$ cat config.mk
export PLATFORM = sky130hd
export DESIGN_NAME = clock_counter_module_flat
export DESIGN_NICKNAME = d
export VERILOG_FILES = /design/src/rtl/clock_pkg.sv /design/src/rtl/clock_counter_module_if.sv /design/src/rtl/bcd_mod60_counter.sv /design/src/rtl/clock_counter_module.sv /design/src/flat_wrapper.sv
export SDC_FILE = /design/constraint.sdc
export NUM_CORES = 1
export LEC_CHECK = 0
export CORE_MARGIN = 3
export CORE_UTILIZATION = 49
export CTS_BUF_LIST = sky130_fd_sc_hd__clkbuf_16
export CTS_CLUSTER_SIZE = 40
export DETAILED_ROUTE_END_ITERATION = 12
export PLACE_DENSITY = 0.68
export SLEW_MARGIN = 0
export SYNTH_ARGS = -nofsm -noshare
export SYNTH_HDL_FRONTEND = slang
export SYNTH_SLANG_ARGS = --single-unit
$ cat constraint.sdc
create_clock -name CLK -period 4.9 [get_ports CLK]
set_clock_uncertainty 0.2 [all_clocks]
set_input_delay 0.49 -clock CLK [delete_from_list [all_inputs] [get_ports CLK]]
set_output_delay 0.49 -clock CLK [all_outputs]
set_load 0.05 [all_outputs]
$ cat src/rtl/clock_pkg.sv
// rtl/clock_pkg.sv - shared mode encoding, BCD limits and timing defaults for the clock counter
package clock_pkg;

    typedef enum logic [1:0] {
        RUN     = 2'd0,
        STOP    = 2'd1,
        SET_MIN = 2'd2,
        SET_SEC = 2'd3
    } mode_t;

    localparam logic [3:0] UNITS_MAX = 4'd9;
    localparam logic [3:0] TENS_MAX  = 4'd5;

    localparam int DEFAULT_TICKS_PER_SEC = 50_000_000;

    // Mode_Key walks the modes in a fixed ring.
    function automatic mode_t next_mode(input mode_t m);
        case (m)
            RUN:     return STOP;
            STOP:    return SET_MIN;
            SET_MIN: return SET_SEC;
            default: return RUN;
        endcase
    endfunction

endpackage

$ cat src/rtl/clock_counter_module_if.sv
// rtl/clock_counter_module_if.sv - key inputs and BCD time outputs of the clock counter
interface clock_counter_module_if;

    logic       Mode_Key;
    logic       Inc_Key;
    logic       Clr;
    logic [3:0] SecL;
    logic [3:0] SecH;
    logic [3:0] MinL;
    logic [3:0] MinH;
    logic       Sec_Tick;
    logic       Hour_Wrap;
    logic [1:0] Mode;

    modport master (
        output Mode_Key, Inc_Key, Clr,
        input  SecL, SecH, MinL, MinH, Sec_Tick, Hour_Wrap, Mode
    );

    modport slave (
        input  Mode_Key, Inc_Key, Clr,
        output SecL, SecH, MinL, MinH, Sec_Tick, Hour_Wrap, Mode
    );

endinterface

$ cat src/rtl/bcd_mod60_counter.sv
// rtl/bcd_mod60_counter.sv - two-digit BCD counter 00..59 with synchronous clear and carry-out
module bcd_mod60_counter
    import clock_pkg::*;
(
    input  logic       i_clk,
    input  logic       i_clr,
    input  logic       i_inc,
    output logic [3:0] o_lo,
    output logic [3:0] o_hi,
    output logic       o_carry_out
);

    logic [3:0] r_lo;
    logic [3:0] r_hi;
    logic       w_at_max;

    assign w_at_max    = (r_lo == UNITS_MAX) && (r_hi == TENS_MAX);
    // Carry is combinational so the next pair can step on the same edge.
    assign o_carry_out = i_inc && w_at_max;

    always_ff @(posedge i_clk) begin
        if (i_clr) begin
            r_lo <= 4'd0;
            r_hi <= 4'd0;
        end else if (i_inc) begin
            if (r_lo == UNITS_MAX) begin
                r_lo <= 4'd0;
                r_hi <= (r_hi == TENS_MAX) ? 4'd0 : r_hi + 4'd1;
            end else begin
                r_lo <= r_lo + 4'd1;
            end
        end
    end

    assign o_lo = r_lo;
    assign o_hi = r_hi;

endmodule

$ cat src/rtl/clock_counter_module.sv
// rtl/clock_counter_module.sv - 1 Hz prescaler, run/stop/set mode FSM and BCD mm:ss count
module clock_counter_module
    import clock_pkg::*;
#(
    parameter int TICKS_PER_SEC = DEFAULT_TICKS_PER_SEC,
    parameter int PRE_W         = 26
) (
    input  logic                  CLK,
    input  logic                  RST,
    clock_counter_module_if.slave bus
);

    localparam logic [PRE_W-1:0] PRE_LAST = PRE_W'(TICKS_PER_SEC - 1);

    mode_t            r_mode;
    mode_t            w_mode_next;
    logic [PRE_W-1:0] r_pre;
    logic [PRE_W-1:0] w_pre_next;
    logic             r_sec_tick;
    logic             r_hour_wrap;

    logic             w_counting;
    logic             w_tick;
    logic             w_set_inc;
    logic             w_sec_inc;
    logic             w_min_inc;
    logic             w_sec_carry;
    logic             w_min_carry;
    logic             w_digit_clr;
    logic [3:0]       w_sec_lo;
    logic [3:0]       w_sec_hi;
    logic [3:0]       w_min_lo;
    logic [3:0]       w_min_hi;

    always_ff @(posedge CLK) begin
        if (RST) begin
            r_mode <= RUN;
        end else begin
            r_mode <= w_mode_next;
        end
    end

    always_comb begin
        w_mode_next = r_mode;
        if (bus.Mode_Key) begin
            w_mode_next = next_mode(r_mode);
        end
    end

    // Clr and a mode change both pre-empt the tick and park the prescaler at 0.
    always_comb begin
        w_counting = (r_mode == RUN) && !bus.Mode_Key && !bus.Clr;
        w_tick     = w_counting && (r_pre == PRE_LAST);
        w_pre_next = '0;
        if (w_counting && (r_pre != PRE_LAST)) begin
            w_pre_next = r_pre + PRE_W'(1);
        end
    end

    always_ff @(posedge CLK) begin
        if (RST) begin
            r_pre       <= '0;
            r_sec_tick  <= 1'b0;
            r_hour_wrap <= 1'b0;
        end else begin
            r_pre       <= w_pre_next;
            r_sec_tick  <= w_tick;
            r_hour_wrap <= w_tick && w_min_carry;
        end
    end

    // Set-mode increments never cross between pairs; only a RUN tick chains seconds into minutes.
    always_comb begin
        w_set_inc   = bus.Inc_Key && !bus.Mode_Key && !bus.Clr;
        w_sec_inc   = w_tick || ((r_mode == SET_SEC) && w_set_inc);
        w_min_inc   = (w_tick && w_sec_carry) || ((r_mode == SET_MIN) && w_set_inc);
        w_digit_clr = RST || bus.Clr;
    end

    bcd_mod60_counter u_seconds (
        .i_clk       (CLK),
        .i_clr       (w_digit_clr),
        .i_inc       (w_sec_inc),
        .o_lo        (w_sec_lo),
        .o_hi        (w_sec_hi),
        .o_carry_out (w_sec_carry)
    );

    bcd_mod60_counter u_minutes (
        .i_clk       (CLK),
        .i_clr       (w_digit_clr),
        .i_inc       (w_min_inc),
        .o_lo        (w_min_lo),
        .o_hi        (w_min_hi),
        .o_carry_out (w_min_carry)
    );

    assign bus.SecL      = w_sec_lo;
    assign bus.SecH      = w_sec_hi;
    assign bus.MinL      = w_min_lo;
    assign bus.MinH      = w_min_hi;
    assign bus.Sec_Tick  = r_sec_tick;
    assign bus.Hour_Wrap = r_hour_wrap;
    assign bus.Mode      = r_mode;

endmodule
$ cat src/flat_wrapper.sv
// flat-port wrapper written by rule: the top's interface ports become plain ports
module clock_counter_module_flat import clock_pkg::*;
#(
    parameter int TICKS_PER_SEC = DEFAULT_TICKS_PER_SEC,
    parameter int PRE_W         = 26
)
  (CLK, RST, bus_Mode_Key, bus_Inc_Key, bus_Clr, bus_SecL, bus_SecH, bus_MinL, bus_MinH, bus_Sec_Tick, bus_Hour_Wrap, bus_Mode);
  clock_counter_module_if bus_i ();
  input  logic CLK;
  input  logic RST;
  input wire logic [$bits(bus_i.Mode_Key)-1:0] bus_Mode_Key;
  input wire logic [$bits(bus_i.Inc_Key)-1:0] bus_Inc_Key;
  input wire logic [$bits(bus_i.Clr)-1:0] bus_Clr;
  output wire logic [$bits(bus_i.SecL)-1:0] bus_SecL;
  output wire logic [$bits(bus_i.SecH)-1:0] bus_SecH;
  output wire logic [$bits(bus_i.MinL)-1:0] bus_MinL;
  output wire logic [$bits(bus_i.MinH)-1:0] bus_MinH;
  output wire logic [$bits(bus_i.Sec_Tick)-1:0] bus_Sec_Tick;
  output wire logic [$bits(bus_i.Hour_Wrap)-1:0] bus_Hour_Wrap;
  output wire logic [$bits(bus_i.Mode)-1:0] bus_Mode;
  assign bus_i.Mode_Key = bus_Mode_Key;
  assign bus_i.Inc_Key = bus_Inc_Key;
  assign bus_i.Clr = bus_Clr;
  assign bus_SecL = bus_i.SecL;
  assign bus_SecH = bus_i.SecH;
  assign bus_MinL = bus_i.MinL;
  assign bus_MinH = bus_i.MinH;
  assign bus_Sec_Tick = bus_i.Sec_Tick;
  assign bus_Hour_Wrap = bus_i.Hour_Wrap;
  assign bus_Mode = bus_i.Mode;
  clock_counter_module #(.TICKS_PER_SEC(TICKS_PER_SEC), .PRE_W(PRE_W)) u_core (.CLK(CLK), .RST(RST), .bus(bus_i));
endmodule
==> results.json, run 1 <==
{
  "drc": 0,
  "postSynthCellCount": 276,
  "dp_hpwl_um": 3380,
  "cts-hold-fix-buffers": 0,
  "startpoint": "bus_Mode_Key",
  "yosys-top-cells-area": "dfxtp_1 (39%), nor2_1 (7.2%), xnor2_1 (5.9%), nand2_1 (4.1%), xor2_1 (3.0%)",
  "design_area_sq_mm": 0.00277,
  "die_area_sq_mm": 0.00568,
  "antenna_found_initial": 0,
  "core-area_sq_mm": 0.00450,
  "synthTopCellsByCount": "dfxtp_1 (46), nor2_1 (45), nand2_1 (26)",
  "end_kind": "register",
  "r2r_start": "u_core.bus.Mode[0]$_SDFFE_PP0P_",
  "grt_pass1_vias": 1775,
  "clk-insertion-delay-late_ns": 0.29,
  "path_class": "input pin to register",
  "synth_area_sq_mm": 0.00236,
  "critPathMaxFanout": 7,
  "p_leak_nw": 0.886,
  "initial_core_util_pct": 52.4,
  "async_reset_ff_share_pct": 0,
  "post-route-period-util_pct": 53.3,
  "place.gp.congestion": 0.795,
  "synth_cell_types": 46,
  "wl_per_cell_um": 13.7,
  "wirelength_um": 4810,
  "post_cts_resized": 0,
  "clkTransAtPathRegs_ns": 0.06,
  "groute.usage.overall_pct": 18.0,
  "diodes": 0,
  "hp-start": "u_core.r_pre[0]$_SDFF_PP0_",
  "worstPathArrival_ns": 2.63,
  "syn-num-nets": 285,
  "yosysWarnings": 0,
  "clockRootBuffer": "clkbuf_16",
  "chipHeight_um": 75.4,
  "nNetsFinal": 307,
  "final_cells": 351,
  "fin_tns_setup_ns": 0,
  "n_fill_cell": 406,
  "ys.flop_type": "dfxtp_1",
  "p_total_mw": 0.729,
  "dr.pass1.iters": 4,
  "dr_total_vias": 1995,
  "synthToLayoutAreaGrowth_pct": 17.3,
  "avgSynthCellArea_sq_um": 8.55,
  "port_buffers": 24,
  "synth-seq-area-share_pct": 39.0,
  "yosysTopAreaCellShare_pct": 39.0,
  "relSlewSlack_pct": 51.8,
  "cts_setup_buffers": 0,
  "drt_iter0_drc": 104,
  "finalMaxSlewViolations": 0,
  "max_freq_mhz": 383,
  "critPathLaunchType": "input pin",
  "die_w_um": 75.4,
  "drive_above_1_share_pct": 5.69,
  "fp-row-count": 24,
  "hold_class": "register to register",
  "antenna_left": 0,
  "clock_sinks": 46,
  "finalSetupViolations": 0,
  "synth_edf_count": 0,
  "min_period_ns": 2.61,
  "place_area_sq_mm": 0.00263,
  "cts_buffers": 5,
  "peakVddDrop_v": 0.000211,
  "grt_pass1_wl_um": 7950,
  "post-route-util_pct": 61.4,
  "synth_top_cell_by_area": "dfxtp_1",
  "synth-seq-cells": 46,
  "viasPerCell": 5.68,
  "grt_max_degree": 27,
  "rsz0062_at_grt": "false",
  "cts_tree": "built",
  "synth_most_common_cell": "dfxtp_1",
  "htreeDepth": 2,
  "gr-total-overflow": 0,
  "num_io_pins": 25,
  "maxCapViolations": 0,
  "crit_required_ns": 4.92,
  "dpl.cell_count": 343,
  "tightest_slew_ns": 0.720,
  "timing.final.hold_violations": 0,
  "cts_max_path_buffers": 2,
  "outcome": "completed",
  "power_density_mw_per_mm2": 264
}
-- placed cells by master, fill, tap and decap left out, drive strengths merged, types with 2 or more instances in the layout --
cell type,instances
a211oi,4
a21oi,9
a31o,2
a31oi,2
and2,2
and3,4
and4,7
clkbuf,5
clkdlybuf4s50,24
clkinv,2
dfxtp,46
ha,4
inv,16
mux2i,6
nand2,26
nand3,11
nand4,7
nor2,45
nor2b,3
nor3,7
nor3b,2
nor4,7
nor4bb,4
o211ai,4
o21ai,3
o31ai,2
o41ai,2
or3,3
or4,3
xnor2,16
xor2,8
-- worst max-delay path, stage by stage --
cell,delay [ns]
clkdlybuf4s50_1,0.52
nor3b_1,0.43
nand4_1,0.14
or4_1,0.56
a221o_1,0.36
a21oi_2,0.13
-- layer usage --
| metal | GRT usage (%) | vias up | part of all wire, % |
|---|---|---|---|
| met3 | 3.56 | 8 | 2.8 |
| met2 | 30.9 | 28 | 48 |
| met4 | 5.24 | 0 | 1.1 |
| li1 | - | 1022 | - |
| met5 | 0 | - | 0 |
| met1 | 22.9 | 937 | 48 |
-- registers in the layout, indices dropped and copies added (netlist names) --
name and flops:
u_core.bus.Hour_Wrap 1, u_core.bus.Mode 2, u_core.u_seconds.o_lo 4, u_core.r_pre 26, u_core.u_minutes.o_lo 4, u_core.u_seconds.o_hi 4
u_core.u_minutes.o_hi 4, u_core.bus.Sec_Tick 1
-- cell type report --
class | instances | area [sq um] | share of cell area, %
Clock buffer | 5 | 125 | 4.52
Clock inverter | 3 | 12.5 | 0.452
Inverter | 15 | 56.3 | 2.03
Multi-Input combinational cell | 205 | 1340 | 48.4
Sequential cell | 46 | 921 | 33.3
Tap cell | 52 | 65.1 | 2.35
Timing Repair Buffer | 25 | 248 | 8.95
-- worst paths after layout --
kind / slack, ns / cells after the start / endpoint
setup / recovery: 2.29 / 6 / u_core.u_minutes.o_hi[1]$_SDFFE_PP0P_
hold / removal: 0.25 / 1 / u_core.r_pre[0]$_SDFF_PP0_
setup reg to reg: 2.42 / 7 / u_core.u_minutes.o_hi[1]$_SDFFE_PP0P_
hold reg to reg: 0.25 / 1 / u_core.r_pre[0]$_SDFF_PP0_
-- cell families after synthesis --
| family | after synthesis | share of synthesized area [%] |
|---|---|---|
| mux | 6 | 2.55 |
| compound gates | 36 | 11.9 |
| simple gates | 135 | 31.3 |
| xor+xnor | 24 | 8.91 |
| buf+inv | 25 | 4.14 |
| flops | 46 | 39.0 |
| fa+ha+maj | 4 | 2.12 |
-- through the flow --
| stage | hold WS, ns | setup slack, ns |
|---|---|---|
| 5_1_grt | 0.270 | 2.22 |
| 3_5_place_dp | 0.239 | 2.03 |
| 6_report | 0.247 | 2.29 |
| 2_1_floorplan | 0.218 | 2.43 |
| 4_1_cts | 0.254 | 2.31 |
| 3_3_place_gp | 0.231 | 2.11 |
-- where the power goes --
group          leakage (nW)  total [mW]  switching (mW)  internal, mW
clock                0.0724       0.318           0.134         0.184
sequential            0.371       0.378         0.00218         0.376
combinational         0.443      0.0330          0.0214        0.0116
Note: power is estimated with default switching activity, not from simulation.
==> inputs of run 2 (changes only) <==
==> constraint.sdc (replaced) <==
create_clock -name CLK -period 2.6 [get_ports CLK]
set_clock_uncertainty 0.2 [all_clocks]
set_input_delay 0.26 -clock CLK [delete_from_list [all_inputs] [get_ports CLK]]
set_output_delay 0.26 -clock CLK [all_outputs]
set_load 0.05 [all_outputs]
==> results.json, run 2 (synthesized netlist as in run 1, its figures left out) <==
{
  "maxCapViolations": 0,
  "rsz0062_at_grt": "false",
  "relSlewSlack_pct": 66.4,
  "dr.pass1.iters": 4,
  "dr_total_vias": 2019,
  "r2r_cells": 7,
  "power_density_mw_per_mm2": 484,
  "drive_above_1_share_pct": 9.32,
  "cts_buffers": 5,
  "seq_power_share_pct": 51.5,
  "fp-row-count": 24,
  "drt_iter0_drc": 96,
  "finalSetupViolations": 0,
  "r2r_start": "u_core.bus.Mode[0]$_SDFFE_PP0P_",
  "outcome": "completed",
  "post_cts_resized": 0,
  "peakVddDrop_v": 0.000297,
  "die_w_um": 75.4,
  "wl_per_cell_um": 13.4,
  "largest_register_ffs": 26,
  "p_leak_nw": 0.951,
  "die_area_sq_mm": 0.00568,
  "p_switching_mw": 0.302,
  "grt_max_degree": 27,
  "clockRootBuffer": "clkbuf_16",
  "p_clk_share_pct": 43.7,
  "wirelength_um": 4850,
  "initial_core_util_pct": 52.4,
  "internal_power_mw": 1.08,
  "antenna_left": 0,
  "tightest_slew_ns": 0.502,
  "hold_class": "register to register",
  "groute.usage.overall_pct": 18.9,
  "hp-start": "u_core.r_pre[0]$_SDFF_PP0_",
  "num_io_pins": 25,
  "min_period_ns": 2.30,
  "max_freq_mhz": 434,
  "critPathMaxFanout": 6,
  "grt_pass1_wl_um": 8280,
  "synthToLayoutAreaGrowth_pct": 21.2,
  "grt_pass1_vias": 1801,
  "cts_setup_buffers": 0,
  "clock_sinks": 46,
  "timing.rr.end": "u_core.u_minutes.o_hi[1]$_SDFFE_PP0P_",
  "diodes": 0,
  "place.gp.congestion": 0.809,
  "p_total_mw": 1.38,
  "layout_commonest_cell": "dfxtp_1",
  "cts_tree": "built",
  "htreeDepth": 2,
  "crit_required_ns": 2.63,
  "regMostFlops": "u_core.r_pre",
  "clkTransAtPathRegs_ns": 0.06,
  "clk-insertion-delay-late_ns": 0.29,
  "viasPerCell": 5.56,
  "fin_ws_ns": 0.297,
  "drc": 0,
  "nNetsFinal": 319,
  "cts_max_path_buffers": 2,
  "finalMaxSlewViolations": 0,
  "core-area_sq_mm": 0.00450,
  "min_delay_path_depth": 1,
  "end_kind": "register",
  "n_fill_cell": 419,
  "timing.final.hold_violations": 0,
  "sw_frac_of_total_pct": 21.8,
  "dp_hpwl_um": 3530,
  "worstPathArrival_ns": 2.33,
  "whs_endpoint": "u_core.r_pre[0]$_SDFF_PP0_",
  "path_class": "register to register",
  "place_ws_ns": 0.159,
  "antenna_found_initial": 0,
  "fin_tns_setup_ns": 0,
  "critPathLaunchType": "register",
  "cts-hold-fix-buffers": 0,
  "chipHeight_um": 75.4,
  "p_comb_share_pct": 4.8,
  "final_cell_mix": "dfxtp_1 (46), nor2_1 (45), nand2_1 (26)",
  "gr-total-overflow": 0,
  "port_buffers": 24,
  "post-route-period-util_pct": 88.6,
  "reg2reg_setup_slack_ns": 0.30
}
run 2: cell count changes in the layout (fill, tap and decap cells not counted):
cell	delta
buf_4	+12
run 2: how the worst max path moves through the flow:
stage / startpoint / endpoint / slack, ns / depth (start not counted)
2_1_floorplan: u_core.u_seconds.o_lo[3]$_SDFFE_PP0N_ / u_core.u_minutes.o_lo[2]$_SDFFE_PP0N_ / 0.13 / 5
3_3_place_gp: bus_Clr / u_core.u_minutes.o_hi[1]$_SDFFE_PP0P_ / 0.22 / 6
3_5_place_dp: bus_Clr / u_core.u_minutes.o_hi[1]$_SDFFE_PP0P_ / 0.16 / 6
4_1_cts: u_core.u_seconds.o_hi[1]$_SDFFE_PP0P_ / u_core.u_minutes.o_lo[2]$_SDFFE_PP0N_ / 0.29 / 5
5_1_grt: u_core.bus.Mode[0]$_SDFFE_PP0P_ / u_core.u_minutes.o_hi[1]$_SDFFE_PP0P_ / 0.14 / 7
6_report: u_core.bus.Mode[0]$_SDFFE_PP0P_ / u_core.u_minutes.o_hi[1]$_SDFFE_PP0P_ / 0.30 / 7
run 2: final cells by class:
class,instances,area (sq um),area share [%]
Clock buffer,5,125,4.38
Clock inverter,3,12.5,0.438
Inverter,15,56.3,1.97
Multi-Input combinational cell,205,1340,46.9
Sequential cell,46,921,32.2
Tap cell,52,65.1,2.28
Timing Repair Buffer,37,338,11.8
run 2: through the flow:
stage	util (%)	hold slack, ns	std cells	area (sq um)
after floorplan	-	0.132	276	2360
after global placement	60.4	0.230	355	2720
after detailed placement	60.4	0.251	355	2720
after CTS	63.4	0.259	363	2860
after global routing	63.4	0.278	363	2860
final	63.4	0.250	363	2860
run 2: power by group through the flow:
stage | clock network [mW] | logic [mW] | registers [mW]
2_1_floorplan | 0 | 0.0286 | 0.738
3_3_place_gp | 0 | 0.0667 | 0.728
3_5_place_dp | 0 | 0.0672 | 0.728
4_1_cts | 0.625 | 0.0674 | 0.712
5_1_grt | 0.644 | 0.0726 | 0.713
6_report | 0.604 | 0.0667 | 0.712
run 2: critical path, cell delays in order (launching register included):
cell and delay [ns]:
dfxtp_1 0.34, inv_1 0.09, ha_1 0.22, nor3b_1 0.29
nand4_1 0.12, or4_1 0.52, a221o_1 0.34, a21oi_2 0.12
run 2: per-layer routing:
layer | GRT usage, % | vias up | share of wire (%)
li1 | - | 1048 | -
met1 | 24.4 | 927 | 48
met2 | 30.7 | 37 | 47
met3 | 4.49 | 7 | 4.0
met4 | 6.99 | 0 | 1.6
met5 | 0 | - | 0
